### config.mk
export PLATFORM = sky130hd
export DESIGN_NAME = verificador_cuenta_flat
export DESIGN_NICKNAME = d
export VERILOG_FILES = /design/src/rtl/verificador_cuenta_pkg.sv /design/src/rtl/verificador_cuenta_if.sv /design/src/rtl/verificador_cuenta_filtro.sv /design/src/rtl/verificador_cuenta.sv /design/src/flat_wrapper.sv
export SDC_FILE = /design/constraint.sdc
export NUM_CORES = 1
export LEC_CHECK = 0
export CAP_MARGIN = 20
export CORE_MARGIN = 2
export CORE_UTILIZATION = 37
export DETAILED_ROUTE_END_ITERATION = 8
export HOLD_SLACK_MARGIN = 0.02
export SYNTH_ARGS = -nofsm -noshare
export SYNTH_HDL_FRONTEND = slang
export SYNTH_SLANG_ARGS = --single-unit
export TNS_END_PERCENT = 10
### constraint.sdc
create_clock -name i_clk -period 2.67 [get_ports i_clk]
set_input_delay 0.4005 -clock i_clk [delete_from_list [all_inputs] [get_ports i_clk]]
set_output_delay 0.4005 -clock i_clk [all_outputs]
set_load 0.01 [all_outputs]
### src/rtl/verificador_cuenta_pkg.sv
// ---------------------------------------------------------------------------
// verificador_pkg
// Shared definitions for the counter sequence checker:
//   - ANCHO_ESTADO : width of the FSM state code seen on o_estado
//   - estado_e     : FSM state codes (INICIO / BUSCANDO / SINCRONIZADO)
//   - clase_e      : classification of an accepted value against the reference
// ---------------------------------------------------------------------------
package verificador_pkg;

  localparam int ANCHO_ESTADO = 2;

  typedef enum logic [ANCHO_ESTADO-1:0] {
    INICIO       = 2'd0,
    BUSCANDO     = 2'd1,
    SINCRONIZADO = 2'd2,
    NO_USADO     = 2'd3
  } estado_e;

  // Result of comparing an accepted value with the stored reference.
  typedef enum logic [1:0] {
    CLASE_IGUAL    = 2'd0,
    CLASE_CORRECTO = 2'd1,
    CLASE_ERRONEO  = 2'd2
  } clase_e;

endpackage

### src/rtl/verificador_cuenta_if.sv
// ---------------------------------------------------------------------------
// verificador_cuenta_if
// Bundles the observed count, the sampling enable and all checker status
// outputs.
//   master : the side that drives the count (counter / bench / board logic)
//   slave  : the checker itself
// Signals:
//   i_cuenta       [ANCHO]     count under observation (asynchronous source)
//   i_habilitar    [1]         sampling enable
//   o_sincronizado [1]         high while locked
//   o_error        [1]         one-cycle pulse on a sequencing error while locked
//   o_errores      [ANCHO_ERR] saturating error count
//   o_vueltas      [ANCHO_ERR] saturating wrap count
//   o_estado       [2]         current FSM state
// ---------------------------------------------------------------------------
interface verificador_cuenta_if #(
  parameter int ANCHO     = 4,
  parameter int ANCHO_ERR = 8
);

  logic [ANCHO-1:0]     i_cuenta;
  logic                 i_habilitar;
  logic                 o_sincronizado;
  logic                 o_error;
  logic [ANCHO_ERR-1:0] o_errores;
  logic [ANCHO_ERR-1:0] o_vueltas;
  logic [1:0]           o_estado;

  modport master (
    output i_cuenta,
    output i_habilitar,
    input  o_sincronizado,
    input  o_error,
    input  o_errores,
    input  o_vueltas,
    input  o_estado
  );

  modport slave (
    input  i_cuenta,
    input  i_habilitar,
    output o_sincronizado,
    output o_error,
    output o_errores,
    output o_vueltas,
    output o_estado
  );

endinterface

### src/rtl/verificador_cuenta_filtro.sv
// ---------------------------------------------------------------------------
// filtro_estable
// Brings the asynchronous count into the i_clk domain through a 2-flop
// synchronizer, then accepts a value only after ESTABLE consecutive identical
// enabled samples.
// Ports:
//   i_clk       checker clock
//   i_rst       asynchronous active-high reset
//   i_cuenta    raw count (asynchronous)
//   i_habilitar sampling enable; low clears the stability counter
//   o_valor     synchronized sample being evaluated on this edge
//   o_aceptado  combinational strobe: the edge that ends this cycle accepts
//               o_valor (fires once per candidate)
// ---------------------------------------------------------------------------
module filtro_estable #(
  parameter int ANCHO   = 4,
  parameter int ESTABLE = 2
) (
  input  logic             i_clk,
  input  logic             i_rst,
  input  logic [ANCHO-1:0] i_cuenta,
  input  logic             i_habilitar,
  output logic [ANCHO-1:0] o_valor,
  output logic             o_aceptado
);

  localparam int                   ANCHO_EST = $clog2(ESTABLE + 1);
  localparam logic [ANCHO_EST-1:0] EST_MAX   = ANCHO_EST'(ESTABLE);
  localparam logic [ANCHO_EST-1:0] EST_UNO   = ANCHO_EST'(1);

  logic [ANCHO-1:0]     sinc1_q;
  logic [ANCHO-1:0]     sinc2_q;
  logic [ANCHO-1:0]     cand_q;
  logic [ANCHO-1:0]     cand_d;
  logic [ANCHO_EST-1:0] estab_q;
  logic [ANCHO_EST-1:0] estab_d;
  logic                 aceptado;

  // The synchronizer keeps running while sampling is disabled so that a
  // re-enable never evaluates a stale, half-settled value.
  always_ff @(posedge i_clk or posedge i_rst) begin
    if (i_rst) begin
      sinc1_q <= '0;
      sinc2_q <= '0;
      cand_q  <= '0;
      estab_q <= '0;
    end else begin
      sinc1_q <= i_cuenta;
      sinc2_q <= sinc1_q;
      cand_q  <= cand_d;
      estab_q <= estab_d;
    end
  end

  always_comb begin
    cand_d   = cand_q;
    estab_d  = estab_q;
    aceptado = 1'b0;
    if (!i_habilitar) begin
      // Only the stability count is dropped; the candidate value stays, so a
      // re-enabled value still needs ESTABLE fresh samples.
      estab_d = '0;
    end else if (sinc2_q == cand_q) begin
      // Saturated means already accepted: no second strobe for this candidate.
      if (estab_q != EST_MAX) begin
        estab_d  = estab_q + EST_UNO;
        aceptado = (estab_d == EST_MAX);
      end
    end else begin
      cand_d   = sinc2_q;
      estab_d  = EST_UNO;
      aceptado = (ESTABLE == 1);
    end
  end

  assign o_valor    = sinc2_q;
  assign o_aceptado = aceptado;

endmodule

### src/rtl/verificador_cuenta.sv
// ---------------------------------------------------------------------------
// verificador_cuenta
// Sequence checker for an ANCHO-bit up-counter. Filtered values are compared
// with the last accepted one: +1 (mod 2^ANCHO) is correct, equal is ignored,
// anything else is wrong. N_BLOQUEO consecutive correct steps lock the
// checker; a wrong step while locked pulses o_error, bumps o_errores and
// drops back to searching. Wraps (max -> 0) while locked bump o_vueltas.
// Ports:
//   i_clk  checker clock
//   i_rst  asynchronous active-high reset
//   bus    verificador_cuenta_if.slave (count in, status out)
// ---------------------------------------------------------------------------
module verificador_cuenta
  import verificador_pkg::*;
#(
  parameter int ANCHO     = 4,
  parameter int ESTABLE   = 2,
  parameter int N_BLOQUEO = 3,
  parameter int ANCHO_ERR = 8
) (
  input  logic                 i_clk,
  input  logic                 i_rst,
  verificador_cuenta_if.slave  bus
);

  localparam int                   ANCHO_RUN = $clog2(N_BLOQUEO + 1);
  localparam logic [ANCHO_RUN-1:0] RUN_META  = ANCHO_RUN'(N_BLOQUEO);
  localparam logic [ANCHO_RUN-1:0] RUN_UNO   = ANCHO_RUN'(1);
  localparam logic [ANCHO-1:0]     CNT_UNO   = ANCHO'(1);
  localparam logic [ANCHO_ERR-1:0] ERR_UNO   = ANCHO_ERR'(1);

  logic [ANCHO-1:0]     valor;
  logic                 aceptado;

  estado_e              estado_q;
  estado_e              estado_d;
  logic [ANCHO-1:0]     ref_q;
  logic [ANCHO-1:0]     ref_d;
  logic [ANCHO_RUN-1:0] corrida_q;
  logic [ANCHO_RUN-1:0] corrida_d;
  logic [ANCHO_ERR-1:0] errores_q;
  logic [ANCHO_ERR-1:0] errores_d;
  logic [ANCHO_ERR-1:0] vueltas_q;
  logic [ANCHO_ERR-1:0] vueltas_d;
  logic                 error_q;
  logic                 error_d;
  logic                 sinc_q;
  logic                 sinc_d;

  logic [ANCHO-1:0]     ref_mas_uno;
  logic [ANCHO_RUN-1:0] corrida_mas_uno;
  clase_e               clase;
  logic                 es_vuelta;

  filtro_estable #(
    .ANCHO   (ANCHO),
    .ESTABLE (ESTABLE)
  ) u_filtro (
    .i_clk       (i_clk),
    .i_rst       (i_rst),
    .i_cuenta    (bus.i_cuenta),
    .i_habilitar (bus.i_habilitar),
    .o_valor     (valor),
    .o_aceptado  (aceptado)
  );

  // Classification of the value accepted on this edge. The +1 naturally
  // wraps at ANCHO bits, which gives the modulo 2^ANCHO step.
  always_comb begin
    ref_mas_uno = ref_q + CNT_UNO;
    es_vuelta   = (ref_q == '1) && (valor == '0);
    if (valor == ref_q) begin
      clase = CLASE_IGUAL;
    end else if (valor == ref_mas_uno) begin
      clase = CLASE_CORRECTO;
    end else begin
      clase = CLASE_ERRONEO;
    end
  end

  assign corrida_mas_uno = corrida_q + RUN_UNO;

  // State register (all flops of the top level).
  always_ff @(posedge i_clk or posedge i_rst) begin
    if (i_rst) begin
      estado_q  <= INICIO;
      ref_q     <= '0;
      corrida_q <= '0;
      errores_q <= '0;
      vueltas_q <= '0;
      error_q   <= 1'b0;
      sinc_q    <= 1'b0;
    end else begin
      estado_q  <= estado_d;
      ref_q     <= ref_d;
      corrida_q <= corrida_d;
      errores_q <= errores_d;
      vueltas_q <= vueltas_d;
      error_q   <= error_d;
      sinc_q    <= sinc_d;
    end
  end

  // Next-state logic.
  always_comb begin
    estado_d = estado_q;
    case (estado_q)
      INICIO: begin
        if (aceptado) begin
          estado_d = BUSCANDO;
        end
      end
      BUSCANDO: begin
        if (aceptado && (clase == CLASE_CORRECTO) && (corrida_mas_uno == RUN_META)) begin
          estado_d = SINCRONIZADO;
        end
      end
      SINCRONIZADO: begin
        if (aceptado && (clase == CLASE_ERRONEO)) begin
          estado_d = BUSCANDO;
        end
      end
      default: begin
        // Unused encoding recovers without waiting for an acceptance.
        estado_d = INICIO;
      end
    endcase
  end

  // Output / datapath logic. Every output is the registered form of these
  // next values, so status changes on the same edge as the acceptance.
  always_comb begin
    ref_d     = ref_q;
    corrida_d = corrida_q;
    errores_d = errores_q;
    vueltas_d = vueltas_q;
    error_d   = 1'b0;
    if (aceptado) begin
      case (estado_q)
        INICIO: begin
          ref_d     = valor;
          corrida_d = '0;
        end
        BUSCANDO: begin
          ref_d = valor;
          if (clase == CLASE_CORRECTO) begin
            corrida_d = corrida_mas_uno;
          end else if (clase == CLASE_ERRONEO) begin
            corrida_d = '0;
          end
        end
        SINCRONIZADO: begin
          ref_d = valor;
          if (clase == CLASE_CORRECTO) begin
            if (es_vuelta && (vueltas_q != '1)) begin
              vueltas_d = vueltas_q + ERR_UNO;
            end
          end else if (clase == CLASE_ERRONEO) begin
            error_d   = 1'b1;
            corrida_d = '0;
            if (errores_q != '1) begin
              errores_d = errores_q + ERR_UNO;
            end
          end
        end
        default: begin
          ref_d = ref_q;
        end
      endcase
    end
    sinc_d = (estado_d == SINCRONIZADO);
  end

  assign bus.o_sincronizado = sinc_q;
  assign bus.o_error        = error_q;
  assign bus.o_errores      = errores_q;
  assign bus.o_vueltas      = vueltas_q;
  assign bus.o_estado       = estado_q;

endmodule

### src/flat_wrapper.sv
// flat-port wrapper written by rule: the top's interface ports become plain ports
module verificador_cuenta_flat import verificador_pkg::*;
#(
  parameter int ANCHO     = 4,
  parameter int ESTABLE   = 2,
  parameter int N_BLOQUEO = 3,
  parameter int ANCHO_ERR = 8
)
  (i_clk, i_rst, bus_i_cuenta, bus_i_habilitar, bus_o_sincronizado, bus_o_error, bus_o_errores, bus_o_vueltas, bus_o_estado);
  verificador_cuenta_if #(.ANCHO(ANCHO), .ANCHO_ERR(ANCHO_ERR)) bus_i ();
  input  logic i_clk;
  input  logic i_rst;
  input wire logic [$bits(bus_i.i_cuenta)-1:0] bus_i_cuenta;
  input wire logic [$bits(bus_i.i_habilitar)-1:0] bus_i_habilitar;
  output wire logic [$bits(bus_i.o_sincronizado)-1:0] bus_o_sincronizado;
  output wire logic [$bits(bus_i.o_error)-1:0] bus_o_error;
  output wire logic [$bits(bus_i.o_errores)-1:0] bus_o_errores;
  output wire logic [$bits(bus_i.o_vueltas)-1:0] bus_o_vueltas;
  output wire logic [$bits(bus_i.o_estado)-1:0] bus_o_estado;
  assign bus_i.i_cuenta = bus_i_cuenta;
  assign bus_i.i_habilitar = bus_i_habilitar;
  assign bus_o_sincronizado = bus_i.o_sincronizado;
  assign bus_o_error = bus_i.o_error;
  assign bus_o_errores = bus_i.o_errores;
  assign bus_o_vueltas = bus_i.o_vueltas;
  assign bus_o_estado = bus_i.o_estado;
  verificador_cuenta #(.ANCHO(ANCHO), .ESTABLE(ESTABLE), .N_BLOQUEO(N_BLOQUEO), .ANCHO_ERR(ANCHO_ERR)) u_core (.i_clk(i_clk), .i_rst(i_rst), .bus(bus_i));
endmodule
==> impl_metrics.py, run 1 <==
metrics = {
    "run_status": {
        "run_status": "complete, no violations",
    },
    "yosys": {
        "async_flop_share": 1.00,
        "synthCells": 176,
        "synth-seq-cells": 40,
        "syn-cell-area_um2": 2060,
        "avgSynthCellArea_um2": 11.7,
        "yosys.cell_types.count": 45,
        "synth-edff-count": 0,
        "ys_dominant_reg_cell": "dfrtp_1",
        "seq_area_frac_synth": 0.486,
        "syn_nets": 193,
        "ys_warn_count": 0,
    },
    "cells_and_area": {
        "drive_gt1_frac": 0.121,
        "final_nets": 222,
        "synthToLayoutAreaGrowth_pct": 21.4,
        "diodes": 0,
    },
    "floorplan": {
        "coreArea_um2": 5440,
        "num_rows": 27,
        "chipHeight_um": 78.6,
        "dieArea_um2": 6180,
        "ioPinCount": 27,
        "start_util": 0.379,
        "dieWidth_um": 78.6,
    },
    "worst_setup_path": {
        "startpoint": "u_core.u_filtro.o_valor[2]",
        "r2r_end": "u_core.ref_q[2]",
        "worstRegToRegCells": 5,
        "critPathLaunchType": "register",
        "critical_path.endpoint_type": "register",
        "r2r_start": "u_core.u_filtro.o_valor[2]",
        "reg2reg_slack_ns": 0.46,
        "required_ns": 2.85,
        "crit_arrival_ns": 2.38,
        "crit_type": "reg -> reg",
        "cp_max_fo": 7,
        "endpoint": "u_core.ref_q[2]",
    },
    "clock_network": {
        "clk_path_buf_depth": 2,
        "htreeDepth": 2,
        "clock_insertion_delay_worst_skew_ns": 0.29,
        "cts_setup_buffers": 0,
        "cts_resized": 0,
        "numCtsBuffers": 5,
        "root_buffer": "clkbuf_8",
        "cts_tree": "done",
        "cts_hold_buf": 0,
        "clk_pin_slew_ns": 0.07,
        "clock_sinks": 40,
    },
    "routing": {
        "antenna_left": 0,
        "wl_um": 3720,
        "drt_iter0_markers": 79,
        "vias": 1376,
        "drc": 0,
        "wl_per_cell_um": 13.4,
        "drt_pass1_iterations": 4,
        "vias_per_cell": 4.95,
    },
    "grt": {
        "antenna_found_initial": 0,
        "grt_max_degree": 41,
        "grt_pass1_vias": 1322,
        "grt_pass1_wl_um": 6290,
        "track_usage": 0.131,
        "overflow": 0,
    },
    "placement": {
        "place.gp.congestion": 0.763,
        "portBuffers": 26,
        "preCtsSetupSlack_ns": 0.412,
        "hpwlAfterDp_um": 2680,
    },
    "sta": {
        "max_freq_mhz": 453,
        "worstMarginPinSlew_ns": 0.526,
        "layout_setup_ws_ns": 0.463,
        "setup_tns_ns": 0,
        "finalHoldViolCount": 0,
        "rsz0062_at_grt": "no",
        "slew_headroom": 0.648,
        "report.final.slew_viol_count": 0,
        "period_needed_ns": 2.21,
        "skew_ns": 0.00333,
        "fin_crit_sh": 0.827,
        "setup_viol": 0,
    },
    "pwr": {
        "ir_drop_mv": 0.391,
        "p_leak_nw": 1.10,
        "power_density_nw_per_um2": 626,
    },
    "min_path": {
        "hp-class": "reg -> reg",
    },
    "run": {
        "maxCapViolCount": 0,
    },
}
[critical path: stages, from the launching register on]
cell and delay [ns]:
dfrtp_1 0.46, xnor2_1 0.25, and4_1 0.44, nand2_1 0.21, nor2_1 0.36, mux2_2 0.38
[layer usage]
| layer | track usage | vias up | wire length [um] |
|---|---|---|---|
| li1 | - | 678 | - |
| met5 | 0 | - | 0 |
| met2 | 0.203 | 15 | 1710 |
| met1 | 0.177 | 678 | 1840 |
| met4 | 0.0474 | 0 | 59 |
| met3 | 0.0356 | 5 | 106 |
[layout make-up]
cell class,count,area (um2)
Fill cell,505,2940
Sequential cell,40,1000
Multi-Input combinational cell,122,995
Timing Repair Buffer,28,275
Tap cell,72,90.1
Clock buffer,5,68.8
Clock inverter,3,42.5
Inverter,8,30.0
[cells in the mapped netlist (2+ instances only)]
cell      instances  area share
and2_1            3      0.0091
inv_1             8       0.015
o21ai_0           2      0.0049
nor2_1            5      0.0091
nand3_1           9       0.022
ha_1             10       0.061
or3_1             2      0.0061
and3_1            5       0.015
clkbuf_1          3      0.0055
mux2_1            2       0.011
nand4_1           7       0.021
nor3_1            7       0.017
xor2_1           11       0.047
dfrtp_1          40        0.49
and4_1            3       0.013
xor2_2            2       0.016
mux2_2            8       0.044
xnor2_1          12       0.051
nor2b_1           2      0.0061
nor4_1            3      0.0091
nand2_1           8       0.015
[power breakdown]
part / switching (mW) / internal (mW)
Sequential: 0.0596 / 0.664
Clock: 0.213 / 0.276
Combinational: 0.177 / 0.178
[stage by stage]
stage / util / std cells / power (mW) / area, um2 / hold slack [ns]
floorplan: - / 176 / 1.02 / 2060 / 0.331
global placement: 0.440 / 270 / 1.09 / 2390 / 0.332
detailed placement: 0.440 / 270 / 1.09 / 2390 / 0.340
CTS: 0.460 / 278 / 1.59 / 2500 / 0.358
global route: 0.460 / 278 / 1.66 / 2500 / 0.363
finish: 0.460 / 278 / 1.57 / 2500 / 0.355
[how the worst min path moves through the flow]
stage | depth (start not counted) | to | from | slack [ns]
after floorplan | 0 | u_core.u_filtro.o_valor[0] | u_core.u_filtro.sinc1_q[0] | 0.33
after global placement | 0 | u_core.u_filtro.o_valor[0] | u_core.u_filtro.sinc1_q[0] | 0.33
after detailed placement | 0 | u_core.u_filtro.o_valor[2] | u_core.u_filtro.sinc1_q[2] | 0.34
after CTS | 0 | u_core.u_filtro.o_valor[2] | u_core.u_filtro.sinc1_q[2] | 0.36
after global routing | 0 | u_core.u_filtro.o_valor[1] | u_core.u_filtro.sinc1_q[1] | 0.36
final | 0 | u_core.u_filtro.o_valor[2] | u_core.u_filtro.sinc1_q[2] | 0.36
[cells by family after synthesis]
group                      Yosys count  share of synthesized area
buffers and inverters               14                     0.0316
and+or+nand+nor                     62                      0.183
xor gates and xnor gates            26                      0.124
muxes                               11                     0.0595
DFF                                 40                      0.486
adders and majority gates           10                     0.0607
AOI/OAI and AO/OA                   13                     0.0547
[flip-flops by register name (all words and copies together), names as in the netlist]
register                   count
u_core.u_filtro.o_valor        4
u_core.bus.o_estado            2
u_core.bus.o_errores           8
u_core.u_filtro.sinc1_q        4
u_core.bus.o_error             1
u_core.bus.o_sincronizado      1
u_core.ref_q                   4
u_core.bus.o_vueltas           8
u_core.u_filtro.estab_q        2
u_core.u_filtro.cand_q         4
u_core.corrida_q               2
[cells in the final DEF, fill, tap and decap left out, types with 5 or more instances in the layout]
cell	count
ha_1	10
nand4_1	7
nor3_1	7
and3_1	5
nand3_1	9
nor2_1	5
nand2_1	8
inv_1	8
xor2_1	11
xnor2_1	12
clkbuf_8	5
clkdlybuf4s50_1	26
mux2_2	8
dfrtp_1	40
Power figures use the tool's default switching activity.
==> run 2: changes to the inputs <==
==> constraint.sdc (replaced) <==
create_clock -name i_clk -period 2 [get_ports i_clk]
set_input_delay 0.3 -clock i_clk [delete_from_list [all_inputs] [get_ports i_clk]]
set_output_delay 0.3 -clock i_clk [all_outputs]
set_load 0.01 [all_outputs]
==> run 2 against run 1 <==
Compared with the run above:
- wire length decreased by 3.6%
- die area unchanged
- critical path type unchanged
- power increased by 36%
- non-clock buffer count increased by 13
- via count increased by 0.65%
- combinational power increased by 51%
- sequential share of layout area decreased by 2.1 points
==> impl_metrics.py, run 2 (synthesis results as in run 1) <==
metrics = {
    "routing": {
        "antenna_left": 0,
        "vias": 1385,
        "wl_um": 3590,
        "vias_per_cell": 4.76,
        "wl_per_cell_um": 12.3,
        "drt_pass1_iterations": 4,
        "drt_iter0_markers": 59,
        "drc": 0,
    },
    "worst_setup_path": {
        "reg2reg_slack_ns": 0.12,
        "required_ns": 2.17,
        "critPathLaunchType": "register",
        "cp_max_fo": 8,
        "crit_arrival_ns": 2.05,
        "critical_path.endpoint_type": "register",
        "r2r_end": "u_core.bus.o_vueltas[1]",
        "crit_type": "reg -> reg",
        "worstRegToRegCells": 6,
        "r2r_start": "u_core.ref_q[0]",
    },
    "clock_network": {
        "cts_tree": "done",
        "clock_sinks": 40,
        "htreeDepth": 2,
        "clock_insertion_delay_worst_skew_ns": 0.29,
        "root_buffer": "clkbuf_8",
        "clk_pin_slew_ns": 0.08,
        "numCtsBuffers": 5,
        "cts_hold_buf": 0,
        "clk_path_buf_depth": 2,
    },
    "grt": {
        "grt_pass1_vias": 1346,
        "overflow": 0,
        "grt_pass1_wl_um": 6350,
        "grt_max_degree": 41,
        "track_usage": 0.131,
        "antenna_found_initial": 0,
    },
    "min_path": {
        "hold_path_depth": 0,
        "hold_start": "u_core.u_filtro.sinc1_q[0]",
        "hp-class": "reg -> reg",
        "worstHoldEndpoint": "u_core.u_filtro.o_valor[0]",
    },
    "placement": {
        "place.gp.congestion": 0.767,
        "portBuffers": 26,
        "hpwlAfterDp_um": 2650,
        "dpl.cell_count": 282,
        "preCtsSetupSlack_ns": -0.0103,
    },
    "sta": {
        "setup_viol": 0,
        "max_freq_mhz": 533,
        "finalHoldViolCount": 0,
        "period_needed_ns": 1.88,
        "slew_headroom": 0.671,
        "layout_setup_ws_ns": 0.123,
        "fin_crit_sh": 0.938,
        "worstMarginPinSlew_ns": 0.494,
        "setup_tns_ns": 0,
        "skew_ns": 0.00491,
        "report.final.slew_viol_count": 0,
    },
    "cells_and_area": {
        "mostFrequentLayoutCell": "dfrtp_1",
        "layout_common_cells": "38 x dfrtp_1, 26 x clkdlybuf4s50_1, 15 x buf_4",
        "drive_gt1_frac": 0.215,
        "final_cell_count_no_fill": 291,
        "diodes": 0,
        "final_nets": 235,
        "synthToLayoutAreaGrowth_pct": 28.5,
    },
    "floorplan": {
        "num_rows": 27,
        "dieWidth_um": 78.6,
        "start_util": 0.379,
        "coreArea_um2": 5440,
        "dieArea_um2": 6180,
        "ioPinCount": 27,
        "chipHeight_um": 78.6,
    },
    "pwr": {
        "power_frac_clock": 0.302,
        "pwr-share-seq": 0.445,
        "switching_share": 0.281,
        "internal_power_mw": 1.53,
        "power_density_nw_per_um2": 802,
        "p_leak_nw": 1.19,
        "p_switching_mw": 0.596,
        "comb_power_share": 0.253,
        "ir_drop_mv": 0.475,
    },
    "run_status": {
        "run_status": "complete, no violations",
    },
    "run": {
        "maxCapViolCount": 0,
    },
}
[run 2: cell count changes in the layout (fill, tap and decap cells not counted), moves of 2 or more]
cell / before / now
dfrtp_1: 40 / 38
nor4_1: 3 / 1
buf_4: 2 / 15
dfrtp_2: 0 / 2
[run 2: layout make-up]
class / instances / area [um2]
repair buffers: 41 / 373
inverters: 8 / 30.0
multi-input cells: 122 / 1040
well taps: 72 / 90.1
fillers: 466 / 2790
clock buffers: 5 / 68.8
flip-flops and latches: 40 / 1000
clock inverters: 3 / 42.5
[run 2: metrics by stage]
| stage | power, mW | util | instance area [um2] | hold slack, ns |
|---|---|---|---|---|
| after floorplan | 1.36 | - | 2060 | 0.331 |
| after global placement | 1.48 | 0.456 | 2480 | 0.333 |
| after detailed placement | 1.49 | 0.456 | 2480 | 0.336 |
| after CTS | 2.15 | 0.478 | 2600 | 0.355 |
| after global routing | 2.26 | 0.487 | 2650 | 0.362 |
| final | 2.12 | 0.487 | 2650 | 0.353 |
[run 2: how the worst max path moves through the flow]
stage | end | cells past startpoint | slack (ns) | start
after floorplan | u_core.corrida_q[0] | 7 | 0.01 | u_core.ref_q[0]
after global placement | u_core.corrida_q[0] | 6 | 0.003 | u_core.ref_q[0]
after detailed placement | u_core.corrida_q[0] | 6 | -0.01 | u_core.ref_q[0]
after CTS | u_core.bus.o_vueltas[1] | 6 | 0.02 | u_core.ref_q[0]
after global routing | u_core.bus.o_vueltas[2] | 8 | -0.01 | u_core.bus.o_estado[0]
final | u_core.bus.o_vueltas[1] | 6 | 0.12 | u_core.ref_q[0]
[run 2: timing repair]
| item | in CTS | in global routing |
|---|---|---|
| endpoints found under the setup margin | 3 | 17 |
| pin swaps | 0 | 2 |
| setup buffers | 0 | 1 |
| resized for setup | 3 | 10 |
[run 2: per-layer routing]
metal,vias to the layer above,track usage,wire length [um]
met4,0,0.0579,72
met1,656,0.193,1840
met5,-,0,0
met3,6,0.0276,91
met2,15,0.186,1590
li1,708,-,-
[run 2: power by group through the flow]
| stage | logic (mW) | clock network [mW] | registers, mW |
|---|---|---|---|
| 2_1_floorplan | 0.388 | 0 | 0.967 |
| 3_3_place_gp | 0.524 | 0 | 0.958 |
| 3_5_place_dp | 0.528 | 0 | 0.963 |
| 4_1_cts | 0.537 | 0.671 | 0.946 |
| 5_1_grt | 0.603 | 0.699 | 0.958 |
| 6_report | 0.537 | 0.642 | 0.945 |
[run 2: critical path, cell delays in order (launching register included)]
cell and delay (ns):
dfrtp_1 0.38, buf_4 0.14, xor2_1 0.26, and3_4 0.28, nand4_4 0.20, nor2_4 0.16
mux2_1 0.33
